==> src/rtl/amos_fifo_pkg.sv <==
// ============================================================================
// amos_fifo_pkg : shared lane limits and count-width helper for the FIFO.
// Revision 1.0
// ============================================================================
`default_nettype none

package amos_fifo_pkg;

   localparam int MAX_PUSH_LANES = 4;
   localparam int MAX_POP_LANES  = 4;

   // Width able to hold every value 0..depth inclusive.
   function automatic int cnt_w(input int depth);
      return $clog2(depth + 1);
   endfunction

endpackage

`default_nettype wire

==> src/rtl/amos_ptr_wrap.sv <==
// ============================================================================
// amos_ptr_wrap : modular pointer adder, sum_o = (ptr_i + inc_i) mod DEPTH.
// Revision 1.0
// ============================================================================
`default_nettype none

module amos_ptr_wrap
   import amos_fifo_pkg::*;
#(
   parameter int DEPTH  = 16,
   parameter int INC_W  = cnt_w(DEPTH),
   localparam int PTR_W = $clog2(DEPTH)
) (
   input  logic [PTR_W-1:0] ptr_i,
   input  logic [INC_W-1:0] inc_i,
   output logic [PTR_W-1:0] sum_o
);

   localparam int SUM_W = PTR_W + 1;

   logic [SUM_W-1:0] w_sum;

   // inc_i never exceeds DEPTH, so one conditional subtract completes the modulo.
   assign w_sum = SUM_W'(ptr_i) + SUM_W'(inc_i);
   assign sum_o = (w_sum >= SUM_W'(DEPTH)) ? PTR_W'(w_sum - SUM_W'(DEPTH))
                                           : PTR_W'(w_sum);

endmodule

`default_nettype wire

==> src/rtl/amos_multiport_fifo.sv <==
// ============================================================================
// amos_multiport_fifo : multi-lane push/pop FIFO, any DEPTH, no fall-through.
// Optional sticky protocol error: define AMOS_MPFIFO_ERR_STICKY_EN.
// Revision 1.0
// ============================================================================
`default_nettype none

module amos_multiport_fifo
   import amos_fifo_pkg::*;
#(
   parameter int DATA_WIDTH = 64,
   parameter int DEPTH      = 16,
   parameter int NUM_PUSH   = 2,
   parameter int NUM_POP    = 2,
   localparam int CNT_W     = cnt_w(DEPTH),
   localparam int PUSH_W    = $clog2(NUM_PUSH + 1),
   localparam int POP_W     = $clog2(NUM_POP + 1)
) (
   input  logic                               clk_i,
   input  logic                               rst_ni,
   input  logic                               flush_i,
   input  logic [PUSH_W-1:0]                  push_cnt_i,
   input  logic [NUM_PUSH-1:0][DATA_WIDTH-1:0] data_i,
   input  logic [POP_W-1:0]                   pop_cnt_i,
   output logic [NUM_POP-1:0][DATA_WIDTH-1:0]  data_o,
   output logic [NUM_POP-1:0]                 valid_o,
   output logic [CNT_W-1:0]                   used_cnt_o,
   output logic [CNT_W-1:0]                   free_cnt_o,
   output logic                               full_o,
   output logic                               empty_o,
   output logic                               err_o
);

   localparam int PTR_W = $clog2(DEPTH);

   logic [DATA_WIDTH-1:0] r_mem [DEPTH];
   logic [PTR_W-1:0]      r_rd_ptr;
   logic [PTR_W-1:0]      r_wr_ptr;
   logic [CNT_W-1:0]      r_count;

   logic [PTR_W-1:0]      w_rd_ptr_nxt;
   logic [PTR_W-1:0]      w_wr_ptr_nxt;
   logic [CNT_W-1:0]      w_free;
   logic [CNT_W-1:0]      w_push_req;
   logic [CNT_W-1:0]      w_pop_req;
   logic [CNT_W-1:0]      w_push_n;
   logic [CNT_W-1:0]      w_pop_n;
   logic                  w_push_ok;
   logic                  w_pop_ok;
   logic [PTR_W-1:0]      w_waddr [NUM_PUSH];
   logic [PTR_W-1:0]      w_raddr [NUM_POP];

   // Acceptance looks only at registered occupancy; a same-cycle pop never frees room.
   assign w_free     = CNT_W'(DEPTH) - r_count;
   assign w_push_req = CNT_W'(push_cnt_i);
   assign w_pop_req  = CNT_W'(pop_cnt_i);
   assign w_push_ok  = (w_push_req <= w_free);
   assign w_pop_ok   = (w_pop_req <= r_count);
   assign w_push_n   = (w_push_ok && !flush_i) ? w_push_req : '0;
   assign w_pop_n    = (w_pop_ok && !flush_i) ? w_pop_req : '0;

   amos_ptr_wrap #(.DEPTH(DEPTH), .INC_W(CNT_W)) u_wr_ptr_wrap (
      .ptr_i (r_wr_ptr),
      .inc_i (w_push_n),
      .sum_o (w_wr_ptr_nxt)
   );

   amos_ptr_wrap #(.DEPTH(DEPTH), .INC_W(CNT_W)) u_rd_ptr_wrap (
      .ptr_i (r_rd_ptr),
      .inc_i (w_pop_n),
      .sum_o (w_rd_ptr_nxt)
   );

   generate
      for (genvar k = 0; k < NUM_PUSH; k++) begin : g_wr_lane
         amos_ptr_wrap #(.DEPTH(DEPTH), .INC_W(CNT_W)) u_waddr (
            .ptr_i (r_wr_ptr),
            .inc_i (CNT_W'(k)),
            .sum_o (w_waddr[k])
         );
      end

      for (genvar k = 0; k < NUM_POP; k++) begin : g_rd_lane
         amos_ptr_wrap #(.DEPTH(DEPTH), .INC_W(CNT_W)) u_raddr (
            .ptr_i (r_rd_ptr),
            .inc_i (CNT_W'(k)),
            .sum_o (w_raddr[k])
         );
         assign data_o[k]  = r_mem[w_raddr[k]];
         assign valid_o[k] = (r_count > CNT_W'(k));
      end
   endgenerate

   always_ff @(posedge clk_i or negedge rst_ni) begin
      if (!rst_ni) begin
         r_rd_ptr <= '0;
         r_wr_ptr <= '0;
         r_count  <= '0;
      end else if (flush_i) begin
         r_rd_ptr <= '0;
         r_wr_ptr <= '0;
         r_count  <= '0;
      end else begin
         r_rd_ptr <= w_rd_ptr_nxt;
         r_wr_ptr <= w_wr_ptr_nxt;
         r_count  <= r_count + w_push_n - w_pop_n;
      end
   end

   // Storage is touched only when a push is accepted, giving a clean write enable.
   always_ff @(posedge clk_i or negedge rst_ni) begin
      if (!rst_ni) begin
         for (int e = 0; e < DEPTH; e++) begin
            r_mem[e] <= '0;
         end
      end else if (w_push_n != '0) begin
         for (int e = 0; e < DEPTH; e++) begin
            for (int k = 0; k < NUM_PUSH; k++) begin
               if ((CNT_W'(k) < w_push_n) && (w_waddr[k] == PTR_W'(e))) begin
                  r_mem[e] <= data_i[k];
               end
            end
         end
      end
   end

   assign used_cnt_o = r_count;
   assign free_cnt_o = w_free;
   assign full_o     = (r_count == CNT_W'(DEPTH));
   assign empty_o    = (r_count == '0);

`ifdef AMOS_MPFIFO_ERR_STICKY_EN
   logic r_err;

   always_ff @(posedge clk_i or negedge rst_ni) begin
      if (!rst_ni) begin
         r_err <= 1'b0;
      end else if (flush_i) begin
         r_err <= 1'b0;
      end else if (!w_push_ok || !w_pop_ok) begin
         r_err <= 1'b1;
      end
   end

   assign err_o = r_err;
`else
   assign err_o = 1'b0;
`endif

endmodule

`default_nettype wire

==> config.mk <==
export PLATFORM = sky130hd
export DESIGN_NAME = amos_multiport_fifo
export DESIGN_NICKNAME = d
export VERILOG_FILES = /design/src/rtl/amos_fifo_pkg.sv /design/src/rtl/amos_ptr_wrap.sv /design/src/rtl/amos_multiport_fifo.sv
export SDC_FILE = /design/constraint.sdc
export NUM_CORES = 2
export LEC_CHECK = 0
export CELL_PAD_IN_SITES_DETAIL_PLACEMENT = 1
export CELL_PAD_IN_SITES_GLOBAL_PLACEMENT = 1
export CORE_UTILIZATION = 35
export DETAILED_ROUTE_END_ITERATION = 16
export GPL_ROUTABILITY_DRIVEN = 1
export PLACE_DENSITY = 0.6
export SLEW_MARGIN = 40
export SYNTH_ARGS = -nofsm -noshare
export SYNTH_HDL_FRONTEND = slang
export SYNTH_SLANG_ARGS = --single-unit
==> constraint.sdc <==
create_clock -name clk_i -period 10.95 [get_ports clk_i]
set_clock_uncertainty 0.2 [all_clocks]
set_input_delay 1.6425 -clock clk_i [delete_from_list [all_inputs] [get_ports clk_i]]
set_output_delay 1.6425 -clock clk_i [all_outputs]
set_load 0.005 [all_outputs]
## Word level (Yosys, flattened, before mapping)

Cells that the tools add are included.

| storage, ports and cells | value |
|---|---|
| logic and storage cells | 199 |
| register bits after elaboration | 1037 |
| input bits | 135 |
| output and inout bits | 143 |

| operators by class | value |
|---|---|
| muxes and demuxes | 49 |
| bitwise gates (word level) | 2 |
| reductions and logical operators | 71 |
| $lt $le $gt $ge | 14 |
| equal/unequal tests | 31 |
| add/sub/neg operators | 13 |

Operator list:

| operator | number |
|---|---|
| two-way mux 64 bit | 36 |
| binary-select mux 64 bit (select 4 bit) | 2 |
| equality test 4 bit (second input constant) | 16 |
| logical AND 1 bit | 34 |
| equality test 4 x 3 -> 1 bit (second input constant) | 8 |
| two-way mux 4 bit | 8 |
| AND reduction 2 bit | 16 |
| nonzero test 2 bit | 16 |
| >= comparator 5 bit (second input constant) | 6 |
| subtractor 4 x 1 -> 4 bit (second input constant) | 6 |
| equality test 4 x 2 -> 1 bit (second input constant) | 4 |
| adder 4 x 1 -> 5 bit (second input constant) | 2 |
| adder 4 x 2 -> 5 bit | 2 |
| >= comparator 4 x 5 -> 1 bit (second input constant) | 2 |
| greater-than comparator 5 x 1 -> 1 bit (second input constant) | 2 |
| <= comparator 2 x 5 -> 1 bit | 2 |
| NOT 4 -> 5 bit | 2 |
| equality test 4 x 1 -> 1 bit (second input constant) | 2 |
| logical NOT 4 bit | 2 |
| adder 5 x 2 -> 5 bit | 1 |
| equality test 5 bit (second input constant) | 1 |
| logical NOT 5 bit | 1 |
| two-way mux 5 bit | 1 |
| nonzero test 5 bit | 1 |
| other kinds (5) | 7 |

## Longest topological paths before layout

| logic depth | value |
|---|---|
| word-level depth | 8 |
| depth in mapped cells | 21 |

## Cells and area by module

Synthesis repeated with hierarchy kept, for this count alone.

| unflattened totals | value |
|---|---|
| cell total of the unflattened synthesis | 6111 |
| area total of the unflattened synthesis | 65157.5 µm² |

Modules (own cells, without submodules):

| module | instances | area each (µm²) | seq. area each (µm²) | cells each |
|---|---|---|---|---|
| amos_multiport_fifo | 1 | 64556.9 | 25949.9 | 6057 |
| amos_ptr_wrap | 6 | 100.1 | 0.0 | 9 |

## Worst setup path before layout

OpenSTA, ideal clock, no wires.

| path | value |
|---|---|
| kind | input to register |
| start point | input push_cnt_i[1] |
| end point | register r_count[4] (netlist: used_cnt_o[4]) |
| stages | 17 |
| arrival | 4.518 ns |
| setup slack | 6.154 ns |
| buffers on the path | 1 |
| data required time | 10.672 ns |
| cells stage by stage | ha_1 > nor2b_1 > o211ai_1 > buf_2 > nor2_1 > nor3_1 > inv_1 > ha_1 > inv_1 > ha_1 > inv_1 > fa_1 > inv_1 > a21oi_1 > nor2_1 > or3_1 > a21oi_1 |

| on the way | value |
|---|---|
| cells in the longest elaborated chain, start to end | 6 |

RTL lines:

| element | RTL line | RTL |
|---|---|---|
| start: declaration | amos_multiport_fifo.sv:22 | `input logic [PUSH_W-1:0] push_cnt_i,` |
| <= comparator 2 x 5 -> 1 bit | amos_multiport_fifo.sv:57 | `assign w_push_ok = (w_push_req <= w_free);` |
| logical AND 1 bit | amos_multiport_fifo.sv:59 | `assign w_push_n = (w_push_ok && !flush_i) ? w_push_req : '0;` |
| two-way mux 2 bit * | amos_multiport_fifo.sv:59 |  |
| adder 5 x 2 -> 5 bit * | amos_multiport_fifo.sv:106 | `r_count <= r_count + w_push_n - w_pop_n;` |
| subtractor 5 x 2 -> 5 bit * | amos_multiport_fifo.sv:106 |  |
| two-way mux 5 bit * | amos_multiport_fifo.sv:99 | `end else if (flush_i) begin` |
| end signal: assignment | amos_multiport_fifo.sv:106 |  |
| end: declaration | amos_multiport_fifo.sv:39 | `logic [CNT_W-1:0] r_count;` |

Every way passes the cells marked *; elsewhere a longest branch is shown, timed or not.
A chain may end at the register's enable or synchronous reset.

==> results.md <==
- Status: complete, but fails checks
- Failing checks: design-rule violations
- Post-synth cell types: 46
- WP buf/inv: 4
- Max_cap viols: 0
- First-pass GRT wire length: 326,000 µm
- Vias in the first global route: 46,000
- Slowest cell on crit path: dfrtp_4
- Global Route Usage Sum: 0.264
- Ys async rst share: 1.00
- PortBufs: 276
- CTS Hold Buffers Added: 0
- CTS clk-pin slew, worst paths: 0.06 ns
- Total global routing overflow: 0
- Pin count of the biggest net entering global routing: 133
- Crit-path max FO: 62
- Post-synthesis sequential area ratio: 0.446
- Hold Crit Start: r_mem[58]
- Sum Neg Setup Slack: 0 ns
- Lkg Pwr: 28.2 nW
- Chip Height: 410 µm
- Most used DFF post-synth: dfrtp_1
- Setup Viol. Count Final: 0
- Worst setup startpoint: r_rd_ptr[0]
- CP Capture Type: output port
- Average size of a mapped cell: 11.4 µm²
- Number of antenna-violating nets in the routed design: 0
- Core Area: 165,000 µm²
- CP top delay family: buffers and inverters
- Total Power: 0.0157 W
- CTS tree: built
- Slew headroom: 0.394
- Final WL: 218,000 µm
- Vias/cell: 5.86
- Initial Utilization: 0.352
- Vias: 43,000
- DR WL/cell: 29.8 µm
- Worst slew pin tran: 0.910 ns
- Crit path cell chain: buf_6 > buf_6 > buf_4 > mux4_2 > mux4_2 > clkdlybuf4s50_1
- DR iter-0 viols: 3,083
- Yosys top cell area share: 0.446
- Final min period: 7.21 ns
- Most area-hungry cell type in the Yosys netlist: dfrtp_1
- Final GP Congestion: 0.793
- Area Growth Syn to Fin: 14.8%
- Final Hold Fails: 0
- Worst setup SP type: flip-flop
- Setup Fix Bufs, Post-CTS: 0
- Pwr/cell area: 236 nW/µm²
- Initial antenna violation count: 20
- CTS sink cnt: 1,037
- Total CTS buffers: 130
- RSZ-0062 raised after global routing: no
- HPWL Detailed: 127,000 µm
- Register bit count reported by yosys: 1,037
- Ranking of synthesized cells by area: dfrtp_1 45%, mux4_2 25%, nand2_1 7.5%
- Die area: 168,000 µm²
- Worst setup path end: data_o[118]
- DR pass1 iterations: 11
- HP Class: flip-flop to flip-flop
- Clk buf depth: 3
- R2R depth: 12
- Slew Limit Fails: 0
- Synth Instances: 5,101
- Required time worst endpoint: 9.11 ns
- Post-route DRC: 44
- Peak supply drop: 184 µV
- Post-synth EDFFs: 0
- DIE WIDTH: 410 µm
- FF-to-FF setup slack: 5.96 ns
- Final worst-path cycle share: 0.659
- CP max stage delay: 0.85 ns
- Reg-to-reg endpoint: r_mem[753]
- Fmax: 139 MHz
- CP arrival: 5.37 ns
- Ports: 278
- Total Nets Final: 5,201
- Yosys warning count: 0
- Kind of critical path: flip-flop to output port
- H-tree depth: 4
- Commonest non-fill, non-tap cells in the layout: 1,158 x nand2_1, 1,033 x dfrtp_1, 799 x o21ai_0
- Fraction of layout cells with a size suffix above 1: 0.190
- Worst skew pair latency: 0.78 ns
- FF-to-FF Start: used_cnt_o[2]
- Post-CTS Resized: 0
- Util after Layout: 0.405
- Most common cell after layout, fill and taps aside: nand2_1
- Syn_nets: 5,261
- Row count: 149
- Crit path depth: 6
- Root Buffer: clkbuf_16
- Synth Cell Area: 58,100 µm²
## worst min-delay path by stage
stage                             to  cells after the start
final                      r_mem[58]                      2
after global routing      r_mem[305]                      2
after CTS                 r_mem[305]                      2
after detailed placement  r_mem[169]                      2
after global placement    r_mem[868]                      2
after floorplan             r_mem[0]                      2
## power breakdown
part           leakage [nW]  switching [W]  internal [W]
logic                  12.3        0.00274       0.00302
clock network          2.08        0.00181       0.00257
registers              13.9       0.000844       0.00474
total                  28.2        0.00540        0.0103
## area by class of cell
type / instances / area (µm²)
Fill cell: 17500 / 98200
Multi-Input combinational cell: 3470 / 29800
Sequential cell: 1037 / 26000
Timing Repair Buffer: 380 / 3910
Clock buffer: 184 / 3740
Tap cell: 2189 / 2740
Clock inverter: 42 / 504
Inverter: 22 / 82.6
Antenna cell: 8 / 20.0
## synth_stat cells (all sizes together), types with 4 or more instances
master	instances
a21o	5
a21oi	8
a31oi	128
and2	4
buf	246
clkbuf	326
dfrtp	1037
fa	4
ha	21
inv	22
mux2i	384
mux4	640
nand2	1158
nand2b	4
nor2	146
nor2b	10
nor3	4
nor4	4
o2111ai	6
o211ai	7
o21ai	906
xnor2	7
## sequential cells by signal, summed over array words and instances, names as in the netlist
| register | cells |
|---|---|
| r_mem | 1024 |
| r_wr_ptr | 4 |
| r_rd_ptr | 4 |
| used_cnt_o | 5 |
## routing by layer
metal / global-route usage / part of all wire / vias to the layer above
met5: 0 / 0.00058 / -
met4: 0.0822 / 0.030 / 20
met3: 0.0470 / 0.055 / 360
met2: 0.438 / 0.49 / 1347
met1: 0.350 / 0.43 / 22800
li1: - / - / 18400
## kinds of logic (layout without fill, tap and decap cells)
group,after synthesis,count (layout),share of synthesized area
other,1,9,0.0000645
xor gates and xnor gates,10,10,0.00151
buffers and inverters,594,628,0.0471
and+or+nand+nor,1339,1339,0.0880
adders and majority gates,25,25,0.00590
DFF,1037,1037,0.446
muxes,1025,1025,0.314
AOI/OAI and AO/OA,1070,1070,0.0969
## metrics by stage
stage	hold WS (ns)	std cells	setup slack (ns)	area, µm²
final	0.296	7332	3.74	66700
after global routing	0.319	7329	3.40	66700
after CTS	0.301	7322	3.65	66700
after detailed placement	0.287	7096	4.50	62400
after global placement	0.273	7090	4.08	62100
after floorplan	0.260	5101	6.15	58100
## worst register-to-register path: cells and delay by family (launching register included)
kind / cells / cell delay, ns
buffers and inverters: 4 / 1.87
AO/OA/AOI/OAI: 4 / 1.13
flip-flops: 1 / 0.56
adder cells (fa/ha/maj): 2 / 0.55
multiplexers: 1 / 0.35
AND/OR/NAND/NOR: 1 / 0.18
No activity file was read; power rests on OpenSTA's default activity.
==> RTL change: new RTL, same settings <==
Change the parameter `DATA_WIDTH` from 64 to 32.
--- a/src/rtl/amos_multiport_fifo.sv
+++ b/src/rtl/amos_multiport_fifo.sv
@@ -10,3 +10,3 @@
 #(
-   parameter int DATA_WIDTH = 64,
+   parameter int DATA_WIDTH = 32,
    parameter int DEPTH      = 16,
Ports: changed (resized data_i and data_o); port bits go from 278 to 150. No check against the original RTL was run, so the function may have changed too.
==> RTL change against the unedited design <==
Synthesized area fell by 43%. Total power shrank 46%. Cell count decreased by 41%. Critical path depth shrank 1. Design area shrank 44%. Routed wire length fell by 41%. Sequential cell count fell by 512. Die area is 43% lower. Worst setup slack improved by 1100 ps.
==> RTL change: results (changes against the unedited design) <==
Synth
  – Synth unique cells: 57 (was 46)
  – Sequential fraction of the synthesis area: 39.60% (was 44.63%)
  – Post-synth top cells: nand2_1, dfrtp_1, mux4_2 (was nand2_1, dfrtp_1, o21ai_0)
  – Multiplexer share of the synthesized area: 28.51% (was 31.42%)
  – Top_reg_cell synth: dfrtp_1 (unchanged)
  – Top cells by area, synth: dfrtp_1, mux4_2, nand2_1 (unchanged)
  – Post-synthesis compound-gate area fraction: 12.55% (was 9.694%)
  – Adder-Cell Fraction of Synth Area: 1.033% (was 0.5896%)
  – Asr flop ratio synth: 100.0% (unchanged)
  – Yosys warns: 0 (unchanged)
  – Post-Synth XOR/XNOR Area: 0.2640% (was 0.1506%)

Clocking
  – Clock Pin Slew Worst Setup and Hold Paths: 60 ps (about the same)
  – Total clock buffers created by CTS: 61 (was 130)
  – Worst-case clock buffer depth: 3 (unchanged)
  – Max H-tree Level: 2 (was 4)
  – Post-cts resize count: 0 (unchanged)
  – Setup repair bufs after CTS: 0 (unchanged)
  – Worst-Skew Late Latency: 640 ps (was 780 ps)
  – CTS Root Cell: clkbuf_16 (unchanged)

Critical path
  – Worst-path maximum fanout: 52 (was 62)
  – WP data arrival: 4310 ps (was 5370 ps)

Finish
  – Largest register FFs: 512 (was 1024)
  – Fillers: 10178 (was 17481)
  – Layout net count: 3110 (was 5201)
  – Most flops, register: r_mem (unchanged)
  – Layout cells sized above 1: 21.37% (was 19.03%)

Placement
  – Placed inst area: 35220 um^2 (was 62430 um^2)
  – Port bufs: 148 (was 276)
  – Routability congestion estimate: 0.7979 (was 0.7933)
  – DP HPWL: 73910 um (was 127400 um)

Global route
  – Met3 Usage GRT: 4.597% (was 4.700%)
  – Vias in the first global route: 27980 (was 46038)
  – GR Util met2: 44.80% (was 43.82%)
  – Antenna violations before repair: 10 (was 20)
  – GRT Total Usage: 27.18% (was 26.37%)
  – First-pass GRT wire length: 191900 um (was 326300 um)
  – Met1 global-route usage: 36.08% (was 34.97%)
  – Largest net degree at the start of global routing: 91 (was 133)

Pwr
  – VDD IR max: 0.1362 mV (was 0.1842 mV)
  – Pleak: 15.95 nW (was 28.20 nW)

Drt
  – Iteration count of the initial detailed-routing pass: 5 (was 11)
  – Drt initial violations: 2035 (was 3083)
  – DR WL/cell: 29.72 um (was 29.75 um)
  – Routed via count: 26027 (was 42990)

STA
  – Max_slew headroom: 41.78% (was 39.35%)

Min path
  – Hold WC Path Type: register to register (unchanged)

Run status
  – Status: complete, no violations (was complete, but fails checks)
==> RTL change: worst paths after layout <==
check	from	endpoint	slack, ps	cells after the start
max	r_rd_ptr[1]	data_o[33]	4800	5
min	r_mem[426]	r_mem[426]	310	2
max reg2reg	used_cnt_o[1]	used_cnt_o[4]	6510	20
min reg2reg	r_mem[426]	r_mem[426]	310	2
max in group asynchronous	rst_ni	r_mem[20]	8160	3
min in group asynchronous	rst_ni	used_cnt_o[4]	690	1
==> RTL change: cells by family after synthesis <==
family	count (synthesis)
DFF	525
muxes	545
other	1
adders and majority gates	25
and+or+nand+nor	1033
AOI/OAI and AO/OA	567
buffers and inverters	337
xor gates and xnor gates	10
==> RTL change: worst max-delay path, cell delays in order, from the launching register on <==
cell	delay (ps)
dfrtp_4	650
ha_4	720
buf_4	770
mux4_2	450
mux4_2	560
clkdlybuf4s50_1	500
==> RTL change: routing by layer <==
metal	part of all wire, %	vias up
li1	-	10943
met4	3.5	16
met5	0.086	-
met2	49	913
met3	5.9	280
met1	42	13875
==> RTL change: metrics by stage <==
step	std cells	hold slack [ps]	setup slack, ps
after floorplan	3043	259.5	6117
after CTS	4316	306.5	4297
after global routing	4320	322.9	4589
final	4322	306.3	4801
after detailed placement	4202	292.0	4998
after global placement	4199	277.8	4616
==> RTL change: final cells by class <==
class                           instances  area, um^2  share of cell area, %
Timing Repair Buffer                  223        2236                  5.976
Clock buffer                           88        1769                  4.729
Clock inverter                         26       339.1                 0.9063
Tap cell                             1254        1569                  4.194
Inverter                               22       82.58                 0.2207
Sequential cell                       525       13150                  35.15
Antenna cell                            3       7.507                0.02007
Multi-Input combinational cell       2181       18260                  48.81
==> RTL change: where the power goes <==
part	internal, mW	switching, mW	total (mW)
sequential	2.42	0.482	2.90
clock	1.28	0.903	2.19
combinational	1.80	1.68	3.48
total	5.50	3.07	8.57
